===== src/rtl/spram_stream_reader.sv =====
// spram_stream_reader: read-side controller for the single-port RAM buffer.
// Follows the writer pointer, issues RAM reads whenever the port is free and
// words are pending, and presents the data as a valid/ready stream through a
// 2-entry output buffer that absorbs the 1-cycle RAM read latency.
// Optional build macro: SPRAM_RD_GRAY_EN (Gray-coded writer/reader pointers).
module spram_stream_reader #(
    parameter int unsigned ADDR_WIDTH = 8,
    parameter int unsigned DATA_WIDTH = 32
) (
    input  logic                  clk,
    input  logic                  rst,
    input  logic                  i_wr_ena,
    input  logic [ADDR_WIDTH:0]   i_wr_ptr,
    output logic                  o_rd_req,
    output logic [ADDR_WIDTH-1:0] o_rd_addr,
    input  logic [DATA_WIDTH-1:0] i_rd_data,
    output logic [ADDR_WIDTH:0]   o_rd_ptr,
    output logic                  o_empty,
    output logic [ADDR_WIDTH:0]   o_level,
    output logic                  m_valid,
    output logic [DATA_WIDTH-1:0] m_data,
    input  logic                  m_ready
);

    localparam int unsigned PW = ADDR_WIDTH + 1;

    typedef enum logic [1:0] {
        ST_IDLE,
        ST_STREAM,
        ST_HOLD
    } state_t;

    logic [PW-1:0]         wr_bin;
    logic [PW-1:0]         rd_ptr;
    logic [PW-1:0]         rd_next;
    logic                  inflight;
    logic [1:0]            ocnt;
    logic                  head;
    logic                  tail;
    logic [DATA_WIDTH-1:0] obuf [2];
    logic                  pop;
    logic [2:0]            occ;
    logic                  issue;
    state_t                state;

`ifdef SPRAM_RD_GRAY_EN
    logic [PW-1:0] rd_gray;

    // Gray-to-binary conversion of the writer pointer: b[i] = XOR of g[N:i]
    always_comb begin
        wr_bin = '0;
        for (int unsigned i = 0; i < PW; i++) begin
            wr_bin[i] = ^(i_wr_ptr >> i);
        end
    end

    // Registered Gray copy of the reader pointer for the writer's full check
    always_ff @(posedge clk or posedge rst) begin
        if (rst) begin
            rd_gray <= '0;
        end else begin
            rd_gray <= rd_next ^ (rd_next >> 1);
        end
    end

    assign o_rd_ptr = rd_gray;
`else
    assign wr_bin   = i_wr_ptr;
    assign o_rd_ptr = rd_ptr;
`endif

    // Occupancy after this cycle's push/pop; a read may issue only if it
    // leaves room in the 2-entry buffer for the word it will return.
    assign pop       = m_valid & m_ready;
    assign occ       = 3'(ocnt) + 3'(inflight) - 3'(pop);
    assign o_empty   = (rd_ptr == wr_bin);
    assign o_level   = wr_bin - rd_ptr;
    assign issue     = !o_empty && !i_wr_ena && (occ < 3'd2);
    assign o_rd_req  = issue;
    assign o_rd_addr = rd_ptr[ADDR_WIDTH-1:0];
    assign rd_next   = issue ? (rd_ptr + PW'(1)) : rd_ptr;
    assign m_valid   = (ocnt != 2'd0);
    assign m_data    = obuf[head];

    // Read pointer, in-flight flag and output buffer bookkeeping
    always_ff @(posedge clk or posedge rst) begin
        if (rst) begin
            rd_ptr   <= '0;
            inflight <= 1'b0;
            ocnt     <= 2'd0;
            head     <= 1'b0;
            tail     <= 1'b0;
            obuf[0]  <= '0;
            obuf[1]  <= '0;
        end else begin
            rd_ptr   <= rd_next;
            inflight <= issue;
            ocnt     <= occ[1:0];
            if (inflight) begin
                obuf[tail] <= i_rd_data;
                tail       <= ~tail;
            end
            if (pop) begin
                head <= ~head;
            end
        end
    end

    // Stream state tracking derived from buffer occupancy and pointer status
    always_ff @(posedge clk or posedge rst) begin
        if (rst) begin
            state <= ST_IDLE;
        end else begin
            case (state)
                ST_IDLE: begin
                    if (!o_empty) begin
                        state <= ST_STREAM;
                    end
                end
                ST_STREAM: begin
                    if (occ == 3'd2) begin
                        state <= ST_HOLD;
                    end else if (occ == 3'd0 && o_empty) begin
                        state <= ST_IDLE;
                    end
                end
                ST_HOLD: begin
                    if (m_ready) begin
                        state <= ST_STREAM;
                    end
                end
                default: state <= ST_IDLE;
            endcase
        end
    end

endmodule


===== config.mk =====
export PLATFORM = sky130hd
export DESIGN_NAME = spram_stream_reader
export DESIGN_NICKNAME = d
export VERILOG_FILES = /design/src/rtl/spram_stream_reader.sv
export SDC_FILE = /design/constraint.sdc
export NUM_CORES = 1
export LEC_CHECK = 0
export ABC_AREA = 1
export CORE_AREA = 2 2 82 123
export DETAILED_ROUTE_END_ITERATION = 16
export DIE_AREA = 0 0 84 125
export GPL_TIMING_DRIVEN = 0
export PLACE_DENSITY = 0.82
export RECOVER_POWER = 100
export SYNTH_ARGS = -nofsm -noshare
export SYNTH_HDL_FRONTEND = slang
export SYNTH_SLANG_ARGS = --single-unit

===== constraint.sdc =====
create_clock -name clk -period 2.2 [get_ports clk]
set_clock_uncertainty 0.1 [all_clocks]
set_input_delay 0.33 -clock clk [delete_from_list [all_inputs] [get_ports clk]]
set_output_delay 0.33 -clock clk [all_outputs]
set_load 0.05 [all_outputs]

Word level (Yosys, flattened, before mapping)
Cells that the tools add are included.
{"block": "totals", "ff_bits": 78, "in_bits": 45, "out_inout_bits": 61, "elab_cells": 33}
{"block": "op_classes", "addsub": 4, "n_lt_le_gt_ge": 4, "n_eq_ne": 1, "muxes": 6, "bitwise": 5, "n_reduce_logical": 6}
{"op": "$mux 32", "n": 4}
{"op": "$bwmux 64", "n": 1}
{"op": "$demux 32 s1", "n": 1}
{"op": "$add 9x1->9 const B", "n": 1}
{"op": "$eq 9x9->1", "n": 1}
{"op": "$sub 9x9->9", "n": 1}
{"op": "$ge 2x2->1 const B", "n": 2}
{"op": "$not 1->2", "n": 2}
{"op": "$add 2x1->3", "n": 1}
{"op": "$logic_and 1x1->1", "n": 3}
{"op": "$lt 3x2->1 const B", "n": 1}
{"op": "$sub 3x1->3", "n": 1}
{"op": "$logic_not 1->1", "n": 2}
{"op": "$lt 2x1->1 const B", "n": 1}
{"op": "$not 1->1", "n": 2}
{"op": "$reduce_bool 2->1", "n": 1}
{"op": "$and 1x1->1", "n": 1}

Depth between registers and ports, before layout
Gate-level depths: netlist of the first run.
{"block": "logic_depth", "depth_word": 6, "mapped_depth": 16, "ltp_nobuf": 16}

Worst setup path after synthesis of the first run
Ideal clock, no wire load.
{"block": "synth_path", "path_type": "register -> output", "start": "register ocnt[1]", "end": "output port o_rd_req", "arrival_ns": 2.526, "required_ns": 1.770, "path_slack_ns": -0.756, "path_stages_with_launch": 12, "path_buffers": 0, "cell_sequence": "dfrtp_1 inv_2 nand2_1 nand2_1 inv_1 ha_1 inv_1 ha_1 fa_1 nor2_4 inv_2 nor2_4"}
{"block": "synth_between", "elab_chain_len": 5, "elab_cells_between_ends": 6, "cone_classes": "add/sub: 2; order compare: 1; bitwise: 1; reduce/logical: 2"}
{"item": "start, declared", "line_no": "37", "text": "logic [1:0] ocnt;"}
{"item": "start signal, assigned", "line_no": "98", "text": "ocnt <= occ[1:0];"}
{"item": "$reduce_bool 2->1", "line_no": "82", "text": "assign m_valid = (ocnt != 2'd0);"}
{"item": "net m_valid", "line_no": "20", "text": "output logic m_valid,"}
{"item": "$and 1x1->1", "line_no": "74", "text": "assign pop = m_valid & m_ready;"}
{"item": "net pop", "line_no": "41", "text": "logic pop;"}
{"item": "$sub 3x1->3", "line_no": "75", "text": "assign occ = 3'(ocnt) + 3'(inflight) - 3'(pop);"}
{"item": "net occ[1]", "line_no": "42", "text": "logic [2:0] occ;"}
{"item": "$lt 3x2->1", "line_no": "78", "text": "assign issue = !o_empty && !i_wr_ena && (occ < 3'd2);"}
{"item": "$logic_and 1x1->1", "line_no": "78"}
{"item": "end, declared", "line_no": "14", "text": "output logic o_rd_req,"}
The timed path passes the listed nets, and every way through them passes these cells.

Worst setup path in the final report of the first run
{"block": "layout_path", "start": "register ocnt[1]", "end": "output port o_rd_req"}
{"block": "layout_between", "elab_chain_len": 5, "elab_cells_between_ends": 6, "cone_classes": "add/sub: 2; order compare: 1; bitwise: 1; reduce/logical: 2"}
{"item": "$reduce_bool 2->1", "line_no": "82"}
{"item": "$and 1x1->1", "line_no": "74"}
{"item": "net pop", "line_no": "41"}
{"item": "$sub 3x1->3", "line_no": "75"}
{"item": "$lt 3x2->1", "line_no": "78"}
{"item": "$logic_and 1x1->1", "line_no": "78"}
The timed path passes the listed nets, and every way through them passes these cells.

==> impl_metrics.prom, run 1 <==
# TYPE chip_impl_metric gauge
chip_impl_info{name="post-synth-top-area-cell",value="dfrtp_1"} 1
chip_impl_metric{name="p_leak",unit="nW"} 3.09
chip_impl_metric{name="placeableCoreArea",unit="sq mm"} 0.00952
chip_impl_info{name="holdCritStartpoint",value="obuf[57]"} 1
chip_impl_info{name="crit_type",value="reg2out"} 1
chip_impl_info{name="synthTopCellsByArea",value="dfrtp_1 47%, nand2_1 21%, inv_1 6.2%"} 1
chip_impl_metric{name="finalHoldWorstSlack",unit="ns"} 0.381
chip_impl_metric{name="routedWlPerCell",unit="um"} 15.0
chip_impl_info{name="crit_path_start_kind",value="flop"} 1
chip_impl_metric{name="clk_pin_slew_worst_paths",unit="ns"} 0.06
chip_impl_metric{name="r2r_setup_slack",unit="ns"} -0.14
chip_impl_metric{name="area_of_the_multi_input_gates",unit="sq mm"} 0.00204
chip_impl_metric{name="ys_seq_area_share",unit="%"} 47.1
chip_impl_metric{name="synth_fp_nets",unit=""} 581
chip_impl_info{name="critical_path.reg2reg.endpoint",value="o_rd_ptr[6]"} 1
chip_impl_metric{name="synth_enable_flop_cells",unit=""} 0
chip_impl_metric{name="cts.path.max_buffers",unit=""} 2
chip_impl_metric{name="first_pass_grt_wire_length",unit="mm"} 18.8
chip_impl_metric{name="ctsHoldBuffers",unit=""} 0
chip_impl_metric{name="fin_area",unit="sq mm"} 0.00596
chip_impl_metric{name="viasPerCell",unit=""} 5.07
chip_impl_metric{name="pwr_density_cell",unit="mW/mm^2"} 1660
chip_impl_metric{name="grt_antenna_before_repair",unit=""} 0
chip_impl_metric{name="portion_of_total_power_attributed_to_the_clock_network",unit="%"} 14.2
chip_impl_metric{name="internal-power",unit="W"} 0.00479
chip_impl_info{name="clk_root_buffer_cell",value="clkbuf_16"} 1
chip_impl_metric{name="drc",unit=""} 0
chip_impl_metric{name="drv_slew",unit=""} 0
chip_impl_info{name="holdPathEnd",value="obuf[57]"} 1
chip_impl_metric{name="data_required_time_of_the_critical_path",unit="ns"} 1.77
chip_impl_info{name="worst_r2r_startpoint",value="ocnt[1]"} 1
chip_impl_metric{name="power_switching",unit="W"} 0.00509
chip_impl_metric{name="grt_start_max_net_pins",unit=""} 42
chip_impl_metric{name="die_height",unit="um"} 125
chip_impl_metric{name="place_hpwl",unit="mm"} 7.65
chip_impl_metric{name="report.final.setup_viol",unit=""} 52
chip_impl_metric{name="worst_ir_drop_vdd",unit="mV"} 1.28
chip_impl_metric{name="vias_in_the_first_global_route",unit=""} 3984
chip_impl_info{name="failed_checks",value="setup timing"} 1
chip_impl_info{name="clock_tree_from_tritoncts",value="built"} 1
chip_impl_metric{name="globalRouteOverflowTotal",unit=""} 0
chip_impl_info{name="yosys.cell_count.top_type",value="nand2_1"} 1
chip_impl_metric{name="min_path_cells",unit=""} 2
chip_impl_info{name="crit_path_top_delay_cell",value="dfrtp_1"} 1
chip_impl_metric{name="pin_count",unit=""} 106
chip_impl_metric{name="grt_use_total",unit="%"} 21.8
chip_impl_metric{name="nets",unit=""} 725
chip_impl_metric{name="worstPathBufferInverterCount",unit=""} 5
chip_impl_metric{name="async_set_or_reset_flop_fraction_in_the_synthesized_netlist",unit="%"} 100
chip_impl_metric{name="placer_congestion",unit=""} 0.876
chip_impl_metric{name="max-slew-margin-rel",unit="%"} 46.2
chip_impl_metric{name="floorplan.initialDensity",unit="%"} 43.5
chip_impl_metric{name="route.final.wire_length",unit="mm"} 11.8
chip_impl_metric{name="floorplan.die.width",unit="um"} 84
chip_impl_metric{name="placement_rows",unit=""} 44
chip_impl_metric{name="fmaxAchievable",unit="MHz"} 360
chip_impl_metric{name="placed_cell_area",unit="sq mm"} 0.00553
chip_impl_info{name="timing.critical_path.from",value="ocnt[1]"} 1
chip_impl_metric{name="power.share.sequential",unit="%"} 25.2
chip_impl_metric{name="detail_route.iter0.violations",unit=""} 220
chip_impl_info{name="holdCritPathClass",value="reg2reg"} 1
chip_impl_metric{name="firstDrtPassIters",unit=""} 4
chip_impl_metric{name="setup_slack",unit="ns"} -0.575
chip_impl_metric{name="die_area",unit="sq mm"} 0.0105
chip_impl_metric{name="stdcell_count",unit=""} 787
chip_impl_info{name="ys.flop_type",value="dfrtp_1"} 1
chip_impl_metric{name="finish.utilization",unit="%"} 62.6
chip_impl_metric{name="synthesis.instances",unit=""} 523
chip_impl_metric{name="p_sw_share",unit="%"} 51.5
chip_impl_metric{name="ys_ff_latch",unit=""} 78
chip_impl_metric{name="syn-cell-area",unit="sq mm"} 0.00415
chip_impl_info{name="run_status",value="finished, violations left"} 1
chip_impl_info{name="cp_dominant_cell_by_count",value="inv_2"} 1
chip_impl_info{name="grt_setup_unrepaired",value="true"} 1
chip_impl_metric{name="number_of_antenna_diodes",unit=""} 0
chip_impl_metric{name="critical_path_peak_fanout",unit=""} 2
chip_impl_info{name="post_synth_most_frequent_cells",value="228 x nand2_1, 78 x dfrtp_1, 68 x inv_1"} 1
chip_impl_metric{name="route.vias.total",unit=""} 3987
chip_impl_metric{name="synthDominantCellAreaShare",unit="%"} 47.1
chip_impl_metric{name="yosys.cell_types.count",unit=""} 29
chip_impl_metric{name="max_cap_viol_count",unit=""} 0
chip_impl_metric{name="route.antenna.remaining_nets",unit=""} 0
chip_impl_metric{name="comb_power_share",unit="%"} 60.6
chip_impl_metric{name="synth.yosys.warnings",unit=""} 0
chip_impl_metric{name="dp_cells",unit=""} 744
chip_impl_metric{name="fin_tns_setup",unit="ns"} -5.39
chip_impl_metric{name="drive_gt1_share",unit="%"} 27.5
chip_impl_metric{name="final_period_demand_of_the_worst_path",unit="ns"} 2.77
chip_impl_metric{name="timing.critical_path.arrival",unit="ns"} 2.34
chip_impl_metric{name="cts_made_buffers",unit=""} 9
chip_impl_metric{name="r2r_cells",unit=""} 16
chip_impl_metric{name="count_of_final_hold_check_violations",unit=""} 0
chip_impl_metric{name="worst_pin_slew",unit="ns"} 0.805
chip_impl_metric{name="total_clock_sinks",unit=""} 78
chip_impl_metric{name="seqCellArea",unit="sq mm"} 0.00196
chip_impl_metric{name="clock_latency",unit="ns"} 0.33
chip_impl_metric{name="clock_tree.htree_level_count",unit=""} 3
chip_impl_metric{name="share_of_the_clock_period_used_by_the_worst_path_after_layout",unit="%"} 126
chip_impl_metric{name="max_stage_delay",unit="ns"} 0.40
chip_impl_metric{name="layout-area-overhead-vs-synth",unit="%"} 43.9
chip_impl_info{name="critical_path.top_delay_family",value="adder cells"} 1
chip_impl_metric{name="numPortBuffers",unit=""} 105
chip_impl_metric{name="syn-mean-instance-area",unit="sq um"} 7.93
chip_impl_metric{name="num-fill-cells",unit=""} 794
chip_impl_info{name="critical_path.cell_chain",value="inv_2 > nand2_8 > nand2_4 > inv_2 > ha_4 > inv_2 > ha_4 > fa_2 > nand2_2 > nand2_2 > nor2_4 > inv_2 > nor2_4 > buf_8"} 1
chip_impl_info{name="worst_setup_path_end_kind",value="output port"} 1
-- timing repair --
item / in CTS / in global routing
gates cloned: 0 / 1
resized for setup: 217 / 72
setup endpoints to repair: 53 / 49
buffers inserted: 16 / 13
pin swaps: 13 / 21
-- power by group through the flow --
stage	Clock, W	Sequential, W	Combinational [W]
CTS	0.00142	0.00249	0.00625
finish	0.00140	0.00249	0.00599
global route	0.00148	0.00257	0.00644
floorplan	0	0.00254	0.00412
detailed placement	0	0.00253	0.00598
global placement	0	0.00248	0.00584
-- cell type report --
cell class                 count  share of cell area [%]
clock inverter                 3                   0.294
inverter                      71                    4.55
buffer                        28                    2.56
sequential                    78                    32.9
clock buffer                  13                    4.53
timing repair buffer         132                    18.5
multi-input combinational    347                    34.2
tap                          115                    2.41
-- through the flow --
stage / setup WS, ns / power, W
floorplan: -0.365 / 0.00666
global placement: -1.32 / 0.00833
detailed placement: -1.35 / 0.00851
CTS: -0.583 / 0.0102
global route: -0.679 / 0.0105
finish: -0.575 / 0.00988
-- registers in the layout, summed over array words and instances (netlist names) --
signal and count:
inflight 1, ocnt 2, head 1, tail 1
obuf 64, o_rd_ptr 9
-- worst reg2reg max path: stages (launching register included) --
cell and delay, ns:
dfrtp_1 0.40, inv_2 0.12, nand2_8 0.06, nand2_4 0.06
inv_2 0.04, ha_4 0.25, inv_2 0.03, ha_4 0.14
fa_2 0.34, nand2_2 0.07, nand2_2 0.06, nor2_4 0.12
inv_2 0.05, nor2_4 0.11, buf_4 0.21, nand2_2 0.06
nand2_1 0.06
-- worst max path at each step --
stage / cells past startpoint / slack [ns] / end
2_1_floorplan: 13 / -0.37 / o_rd_req
3_3_place_gp: 13 / -1.32 / o_rd_req
3_5_place_dp: 13 / -1.35 / o_rd_req
4_1_cts: 12 / -0.58 / o_rd_req
5_1_grt: 14 / -0.68 / o_rd_req
6_report: 14 / -0.57 / o_rd_req
-- metal layers --
layer | up-vias | track usage [%] | part of all wire [%]
met5 | - | 0 | 0
met1 | 1954 | 26.3 | 39
met2 | 137 | 39.5 | 53
met3 | 20 | 4.36 | 6.0
met4 | 0 | 5.79 | 2.1
li1 | 1876 | - | -
-- layout by cell type, fill, tap and decap left out, types with 2 or more instances in the layout --
cell	count
clkdlybuf4s15_2	4
buf_8	5
dlygate4sd2_1	5
clkdlybuf4s50_1	50
clkbuf_2	9
nand2_4	6
nand4_1	3
ha_1	2
clkdlybuf4s18_2	2
buf_6	8
inv_1	60
buf_2	27
a21oi_1	2
buf_4	24
dlygate4sd3_1	3
clkinv_2	2
clkbuf_8	3
clkbuf_1	22
clkbuf_16	9
ha_4	9
clkbuf_4	2
clkinvlp_4	2
dfrtp_1	71
xor2_1	5
o21ai_0	54
fa_2	2
nand2_1	199
nand2_2	25
o21ai_2	8
inv_2	9
nor2_2	4
o21ai_1	3
nand3_1	3
nand3_2	3
nand3_4	2
dfrtp_2	7
xor2_4	3
nor2_4	3
-- cell families after synthesis --
logic type      share of synthesized area, %
fa+ha+maj                               4.29
buf+inv                                 10.9
simple gates                            24.5
compound gates                          11.1
flops                                   47.1
xor+xnor                                2.11
No activity file was read; power rests on OpenSTA's default activity.
==> inputs of run 2 (changes only) <==
--- a/config.mk
+++ b/config.mk
@@ -6,11 +6,13 @@
 export NUM_CORES = 1
 export LEC_CHECK = 0
 export ABC_AREA = 1
-export CORE_AREA = 2 2 82 123
+export CELL_PAD_IN_SITES_DETAIL_PLACEMENT = 1
+export CELL_PAD_IN_SITES_GLOBAL_PLACEMENT = 2
+export CORE_AREA = 2 2 109 163
 export DETAILED_ROUTE_END_ITERATION = 16
-export DIE_AREA = 0 0 84 125
+export DIE_AREA = 0 0 111 165
 export GPL_TIMING_DRIVEN = 0
-export PLACE_DENSITY = 0.82
+export PLACE_DENSITY = 0.81
 export RECOVER_POWER = 100
 export SYNTH_ARGS = -nofsm -noshare
 export SYNTH_HDL_FRONTEND = slang
==> run 2 against run 1 <==
Net effect: the run still ends with setup timing left; sequential share of layout area is 1.6 points lower; wire length is 11% higher; first-iteration DRC count is 45% lower; die area is 74% higher; fmax is 2.0% lower; worst hold slack worse by 0.17 ns; via count is 2.3% lower; register-to-register slack worse by 0.15 ns; critical path type unchanged; largest cell class unchanged; largest power group unchanged.
==> impl_metrics.prom, run 2 (synthesized netlist as in run 1, its figures left out) <==
# TYPE chip_impl_metric gauge
chip_impl_metric{name="first_pass_grt_wire_length",unit="mm"} 21.9
chip_impl_metric{name="r2r_cells",unit=""} 15
chip_impl_metric{name="critical_path_peak_fanout",unit=""} 2
chip_impl_metric{name="timing.critical_path.arrival",unit="ns"} 2.40
chip_impl_metric{name="number_of_antenna_diodes",unit=""} 0
chip_impl_metric{name="route.antenna.remaining_nets",unit=""} 0
chip_impl_metric{name="max_cap_viol_count",unit=""} 0
chip_impl_info{name="crit_path_start_kind",value="flop"} 1
chip_impl_metric{name="layout-area-overhead-vs-synth",unit="%"} 51.1
chip_impl_metric{name="final_period_demand_of_the_worst_path",unit="ns"} 2.83
chip_impl_metric{name="fin_area",unit="sq mm"} 0.00626
chip_impl_info{name="grt_setup_unrepaired",value="true"} 1
chip_impl_info{name="clock_tree_from_tritoncts",value="built"} 1
chip_impl_metric{name="pin_count",unit=""} 106
chip_impl_metric{name="largest_reg_flops",unit=""} 64
chip_impl_metric{name="max-slew-margin-rel",unit="%"} 30.1
chip_impl_metric{name="globalRouteOverflowTotal",unit=""} 0
chip_impl_metric{name="drive_gt1_share",unit="%"} 29.0
chip_impl_metric{name="placeableCoreArea",unit="sq mm"} 0.0168
chip_impl_info{name="critical_path.reg2reg.endpoint",value="o_rd_ptr[4]"} 1
chip_impl_metric{name="worst_pin_slew",unit="ns"} 1.05
chip_impl_metric{name="clock_latency",unit="ns"} 0.34
chip_impl_info{name="holdCritPathClass",value="in2async"} 1
chip_impl_metric{name="max_stage_delay",unit="ns"} 0.45
chip_impl_metric{name="pwr_density_cell",unit="mW/mm^2"} 1640
chip_impl_metric{name="route.vias.total",unit=""} 3896
chip_impl_metric{name="count_of_final_hold_check_violations",unit=""} 0
chip_impl_metric{name="detail_route.iter0.violations",unit=""} 120
chip_impl_metric{name="grt_start_max_net_pins",unit=""} 40
chip_impl_metric{name="data_required_time_of_the_critical_path",unit="ns"} 1.77
chip_impl_metric{name="firstDrtPassIters",unit=""} 5
chip_impl_metric{name="dp_cells",unit=""} 840
chip_impl_metric{name="setup_slack",unit="ns"} -0.630
chip_impl_metric{name="grt_use_total",unit="%"} 15.1
chip_impl_metric{name="drc",unit=""} 0
chip_impl_metric{name="nets",unit=""} 730
chip_impl_metric{name="place_hpwl",unit="mm"} 9.29
chip_impl_metric{name="worst_ir_drop_vdd",unit="mV"} 0.798
chip_impl_metric{name="total_clock_sinks",unit=""} 78
chip_impl_metric{name="route.final.wire_length",unit="mm"} 13.1
chip_impl_metric{name="stdcell_count",unit=""} 887
chip_impl_metric{name="placement_rows",unit=""} 58
chip_impl_metric{name="cts_made_buffers",unit=""} 9
chip_impl_metric{name="floorplan.die.width",unit="um"} 111
chip_impl_metric{name="routedWlPerCell",unit="um"} 14.8
chip_impl_metric{name="floorplan.initialDensity",unit="%"} 24.7
chip_impl_info{name="crit_path_top_delay_cell",value="fa_2"} 1
chip_impl_info{name="run_status",value="finished, violations left"} 1
chip_impl_info{name="crit_type",value="reg2out"} 1
chip_impl_metric{name="placer_congestion",unit=""} 0.756
chip_impl_metric{name="clock_tree.htree_level_count",unit=""} 3
chip_impl_info{name="critical_path.cell_chain",value="inv_2 > nand2_8 > nand2_4 > inv_2 > ha_4 > inv_2 > ha_4 > fa_2 > nor2_4 > inv_2 > nor2_4 > buf_8"} 1
chip_impl_metric{name="finalPower",unit="W"} 0.0103
chip_impl_info{name="register_containing_the_most_flip_flops_in_the_final_layout",value="obuf"} 1
chip_impl_metric{name="placed_cell_area",unit="sq mm"} 0.00567
chip_impl_info{name="most_common_library_cell_in_the_layout_ignoring_fill_and_taps",value="nand2_1"} 1
chip_impl_metric{name="r2r_setup_slack",unit="ns"} -0.29
chip_impl_metric{name="drv_slew",unit=""} 0
chip_impl_info{name="cp_dominant_cell_by_count",value="inv_2"} 1
chip_impl_metric{name="share_of_the_clock_period_used_by_the_worst_path_after_layout",unit="%"} 129
chip_impl_metric{name="fin_tns_setup",unit="ns"} -4.73
chip_impl_metric{name="grt_antenna_before_repair",unit=""} 0
chip_impl_metric{name="vias_in_the_first_global_route",unit=""} 4423
chip_impl_info{name="clk_root_buffer_cell",value="clkbuf_16"} 1
chip_impl_info{name="worst_r2r_startpoint",value="ocnt[1]"} 1
chip_impl_metric{name="clk_pin_slew_worst_paths",unit="ns"} 0.06
chip_impl_metric{name="fmaxAchievable",unit="MHz"} 353
chip_impl_metric{name="report.final.setup_viol",unit=""} 19
chip_impl_metric{name="numPortBuffers",unit=""} 105
chip_impl_metric{name="die_area",unit="sq mm"} 0.0183
chip_impl_metric{name="die_height",unit="um"} 165
chip_impl_info{name="failed_checks",value="setup timing"} 1
chip_impl_info{name="worst_setup_path_end_kind",value="output port"} 1
chip_impl_metric{name="viasPerCell",unit=""} 4.39
chip_impl_metric{name="cts.path.max_buffers",unit=""} 2
chip_impl_metric{name="p_leak",unit="nW"} 3.18
chip_impl_info{name="layout.cells.most_common_list",value="196 x nand2_1, 71 x dfrtp_1, 58 x inv_1"} 1
## run 2: timing repair
item	CTS	global route
pin swaps	16	22
setup endpoints to repair	53	27
hold buffers	0	0
resized for setup	239	46
buffers inserted	29	11
cloned	1	0
## run 2: final cells by class
class	count	area (sq um)
tap	210	263
buffer	28	160
clock buffer	10	239
clock inverter	6	46.3
fill	2002	10500
sequential	78	1960
multi-input combinational	347	2050
inverter	71	269
timing repair buffer	137	1270
## run 2: how the worst max path moves through the flow
| stage | from | endpoint | slack [ns] |
|---|---|---|---|
| floorplan | ocnt[1] | o_rd_req | -0.37 |
| global placement | m_ready | o_rd_req | -1.42 |
| detailed placement | m_ready | o_rd_req | -1.44 |
| CTS | ocnt[1] | o_rd_req | -0.64 |
| global route | ocnt[1] | o_rd_req | -0.72 |
| finish | ocnt[1] | o_rd_req | -0.63 |
## run 2: per-stage QoR
stage	util (%)	setup WS [ns]	hold slack (ns)
after global routing	37.4	-0.724	0.206
after global placement	33.6	-1.42	0.364
after CTS	38.1	-0.644	0.108
final	37.4	-0.630	0.207
after detailed placement	33.8	-1.44	0.374
after floorplan	-	-0.365	0.353
## run 2: critical path, delay by kind of cell (launching register included)
kind,cells,cell delay (ns)
fa+ha+maj,3,0.84
buf+inv,5,0.42
flops,1,0.39
simple gates,4,0.40
## run 2: layer usage
| metal | GRT usage [%] | share of wire, % | vias up | wire length [um] |
|---|---|---|---|---|
| met3 | 3.41 | 4.3 | 17 | 562 |
| met5 | 0 | 0 | - | 0 |
| met2 | 28.9 | 54 | 94 | 7050 |
| li1 | - | - | 1883 | - |
| met4 | 4.83 | 1.5 | 0 | 199 |
| met1 | 16.4 | 40 | 1902 | 5290 |
## run 2: power by group
part / internal, W / switching [W] / leakage [nW]
clock network: 0.000800 / 0.000614 / 0.135
logic: 0.00213 / 0.00424 / 2.09
registers: 0.00211 / 0.000374 / 0.950
==> inputs of run 3 (changes only) <==
--- a/config.mk
+++ b/config.mk
@@ -9,11 +9,13 @@
 export CELL_PAD_IN_SITES_DETAIL_PLACEMENT = 1
 export CELL_PAD_IN_SITES_GLOBAL_PLACEMENT = 2
 export CORE_AREA = 2 2 109 163
+export CTS_CLUSTER_SIZE = 12
 export DETAILED_ROUTE_END_ITERATION = 16
 export DIE_AREA = 0 0 111 165
+export GPL_ROUTABILITY_DRIVEN = 0
 export GPL_TIMING_DRIVEN = 0
 export PLACE_DENSITY = 0.81
-export RECOVER_POWER = 100
+export RECOVER_POWER = 25
 export SYNTH_ARGS = -nofsm -noshare
 export SYNTH_HDL_FRONTEND = slang
 export SYNTH_SLANG_ARGS = --single-unit
==> run 3 against run 2 <==
Net effect: die area did not move; global-route usage did not move; utilization rose by 1.1 points; sequential share of layout area fell by 0.90 points; flip-flop and latch count did not move; register-to-register slack barely moved; the run still ends with setup timing left; critical path depth did not move; first-iteration DRC count fell by 25%; power rose by 2.1%; combinational power rose by 3.3%; clock power barely moved; via count fell by 0.10%.
==> impl_metrics.prom, run 3 (synthesized netlist as in run 1, its figures left out) <==
# TYPE chip_impl_metric gauge
chip_impl_metric{name="data_required_time_of_the_critical_path",unit="ns"} 1.77
chip_impl_metric{name="grt_start_max_net_pins",unit=""} 40
chip_impl_info{name="failed_checks",value="setup timing"} 1
chip_impl_metric{name="firstDrtPassIters",unit=""} 4
chip_impl_metric{name="route.final.wire_length",unit="mm"} 13.1
chip_impl_metric{name="pwr_density_cell",unit="mW/mm^2"} 1620
chip_impl_metric{name="num-fill-cells",unit=""} 1984
chip_impl_info{name="run_status",value="finished, violations left"} 1
chip_impl_metric{name="floorplan.initialDensity",unit="%"} 24.7
chip_impl_metric{name="met2_usage_grt",unit="%"} 28.9
chip_impl_metric{name="placeableCoreArea",unit="sq mm"} 0.0168
chip_impl_info{name="crit_type",value="reg2out"} 1
chip_impl_metric{name="die_height",unit="um"} 165
chip_impl_metric{name="placed_cell_area",unit="sq mm"} 0.00567
chip_impl_metric{name="share_of_the_clock_period_used_by_the_worst_path_after_layout",unit="%"} 129
chip_impl_metric{name="drive_gt1_share",unit="%"} 32.8
chip_impl_metric{name="globalRouteOverflowTotal",unit=""} 0
chip_impl_metric{name="final_period_demand_of_the_worst_path",unit="ns"} 2.83
chip_impl_metric{name="power.share.sequential",unit="%"} 23.8
chip_impl_metric{name="placement_rows",unit=""} 58
chip_impl_info{name="layout.cells.most_common_list",value="196 x nand2_1, 70 x dfrtp_1, 58 x inv_1"} 1
chip_impl_metric{name="nets",unit=""} 730
chip_impl_metric{name="critical_path_peak_fanout",unit=""} 2
chip_impl_metric{name="cts_made_buffers",unit=""} 9
chip_impl_metric{name="worstPathBufferInverterCount",unit=""} 5
chip_impl_metric{name="p_leak",unit="nW"} 3.34
chip_impl_info{name="critical_path.cell_chain",value="inv_2 > nand2_8 > nand2_4 > inv_2 > ha_4 > inv_2 > ha_4 > fa_2 > nor2_4 > inv_2 > nor2_4 > buf_8"} 1
chip_impl_metric{name="pin_count",unit=""} 106
chip_impl_metric{name="clock_tree.htree_level_count",unit=""} 3
chip_impl_info{name="crit_path_top_delay_cell",value="fa_2"} 1
chip_impl_metric{name="number_of_antenna_diodes",unit=""} 0
chip_impl_metric{name="fin_area",unit="sq mm"} 0.00645
chip_impl_metric{name="layout-area-overhead-vs-synth",unit="%"} 55.7
chip_impl_metric{name="global_route_met3_usage",unit="%"} 3.41
chip_impl_info{name="register_containing_the_most_flip_flops_in_the_final_layout",value="obuf"} 1
chip_impl_metric{name="drc",unit=""} 0
chip_impl_metric{name="vias_in_the_first_global_route",unit=""} 4423
chip_impl_metric{name="finalPower",unit="W"} 0.0105
chip_impl_metric{name="worst_pin_slew",unit="ns"} 1.06
chip_impl_info{name="worst_setup_path_end_kind",value="output port"} 1
chip_impl_metric{name="route.antenna.remaining_nets",unit=""} 0
chip_impl_metric{name="clock_latency",unit="ns"} 0.33
chip_impl_metric{name="timing.critical_path.arrival",unit="ns"} 2.40
chip_impl_metric{name="cts.path.max_buffers",unit=""} 2
chip_impl_metric{name="finish.utilization",unit="%"} 38.5
chip_impl_metric{name="finalHoldWorstSlack",unit="ns"} 0.208
chip_impl_metric{name="place_hpwl",unit="mm"} 9.29
chip_impl_info{name="timing.critical_path.from",value="ocnt[1]"} 1
chip_impl_metric{name="viasPerCell",unit=""} 4.39
chip_impl_metric{name="grt_use_total",unit="%"} 15.1
chip_impl_metric{name="max_stage_delay",unit="ns"} 0.45
chip_impl_info{name="crit_path_start_kind",value="flop"} 1
chip_impl_metric{name="drv_slew",unit=""} 0
chip_impl_metric{name="setup_slack",unit="ns"} -0.631
chip_impl_metric{name="p_sw_share",unit="%"} 50.5
chip_impl_info{name="worst_r2r_startpoint",value="ocnt[1]"} 1
chip_impl_metric{name="report.final.setup_viol",unit=""} 18
chip_impl_metric{name="portion_of_total_power_attributed_to_the_clock_network",unit="%"} 13.5
chip_impl_metric{name="max_cap_viol_count",unit=""} 0
chip_impl_metric{name="fmaxAchievable",unit="MHz"} 353
chip_impl_metric{name="route.vias.total",unit=""} 3892
chip_impl_info{name="cp_dominant_cell_by_count",value="inv_2"} 1
chip_impl_info{name="clk_root_buffer_cell",value="clkbuf_16"} 1
chip_impl_info{name="grt-busiest-layer",value="met2"} 1
chip_impl_metric{name="max-slew-margin-rel",unit="%"} 29.6
chip_impl_metric{name="comb_power_share",unit="%"} 62.7
chip_impl_metric{name="floorplan.die.width",unit="um"} 111
chip_impl_info{name="critical_path.top_delay_family",value="adder cells"} 1
chip_impl_info{name="clock_tree_from_tritoncts",value="built"} 1
chip_impl_metric{name="clk_pin_slew_worst_paths",unit="ns"} 0.06
chip_impl_metric{name="grt_antenna_before_repair",unit=""} 0
chip_impl_info{name="most_common_library_cell_in_the_layout_ignoring_fill_and_taps",value="nand2_1"} 1
chip_impl_metric{name="die_area",unit="sq mm"} 0.0183
chip_impl_metric{name="power_switching",unit="W"} 0.00529
chip_impl_metric{name="first_pass_grt_wire_length",unit="mm"} 21.9
chip_impl_info{name="grt_setup_unrepaired",value="true"} 1
chip_impl_metric{name="routedWlPerCell",unit="um"} 14.7
chip_impl_metric{name="ctsHoldBuffers",unit=""} 0
chip_impl_metric{name="numPortBuffers",unit=""} 105
chip_impl_metric{name="detail_route.iter0.violations",unit=""} 90
chip_impl_metric{name="total_clock_sinks",unit=""} 78
chip_impl_metric{name="count_of_final_hold_check_violations",unit=""} 0
chip_impl_metric{name="largest_reg_flops",unit=""} 64
chip_impl_info{name="holdCritPathClass",value="in2async"} 1
chip_impl_metric{name="worst_ir_drop_vdd",unit="mV"} 0.822
chip_impl_metric{name="globalRouteMet1Util",unit="%"} 16.4
chip_impl_metric{name="internal-power",unit="W"} 0.00519
-- run 3: per-stage QoR --
| step | worst slack [ns] | TNS [ns] | std cells |
|---|---|---|---|
| after global routing | -0.724 | -6.06 | 887 |
| after CTS | -0.644 | -7.52 | 886 |
| after floorplan | -0.365 | -2.50 | 523 |
| final | -0.631 | -4.33 | 887 |
| after detailed placement | -1.44 | -18.21 | 840 |
| after global placement | -1.42 | -22.86 | 838 |
-- run 3: what timing repair did --
item,4_1_cts,5_1_grt
resized for setup,239,46
pin swaps,16,22
endpoints found under the setup margin,53,27
gates cloned,1,0
setup buffers,29,11
-- run 3: worst paths after layout --
check | end | slack, ns | depth (start not counted)
setup / recovery | o_rd_req | -0.63 | 12
hold / removal | obuf[38] | 0.21 | 2
setup reg to reg | o_rd_ptr[4] | -0.30 | 15
hold reg to reg | obuf[38] | 0.39 | 2
max in group asynchronous | obuf[56] | 0.35 | 4
min in group clk | obuf[38] | 0.39 | 2
-- run 3: routing by layer --
layer / vias up / part of all wire [%]
met3: 14 / 4.5
li1: 1883 / -
met1: 1899 / 40
met4: 0 / 1.4
met2: 96 / 54
met5: - / 0
-- run 3: area by class of cell --
type / count / area, sq um / share of cell area, %
Buffer: 28 / 198 / 3.06
Multi-Input combinational cell: 347 / 2130 / 33.0
Sequential cell: 78 / 1960 / 30.4
Clock buffer: 10 / 239 / 3.70
Timing Repair Buffer: 137 / 1350 / 20.8
Inverter: 71 / 269 / 4.17
Clock inverter: 6 / 46.3 / 0.717
Tap cell: 210 / 263 / 4.07
-- run 3: power by group through the flow --
stage	Clock (W)	Combinational, W	Sequential (W)
3_5_place_dp	0	0.00610	0.00255
5_1_grt	0.00153	0.00709	0.00257
3_3_place_gp	0	0.00596	0.00249
2_1_floorplan	0	0.00412	0.00254
6_report	0.00142	0.00657	0.00249
4_1_cts	0.00146	0.00667	0.00249
-- run 3: worst reg2reg max path, cell delays in order (launching register included) --
cell	delay, ns
dfrtp_1	0.39
inv_2	0.12
nand2_8	0.06
nand2_4	0.06
inv_2	0.04
ha_4	0.25
inv_2	0.04
ha_4	0.15
fa_2	0.45
nor2_4	0.16
buf_4	0.12
buf_6	0.08
buf_6	0.10
nand3_4	0.12
nand2_2	0.11
nand2_2	0.05
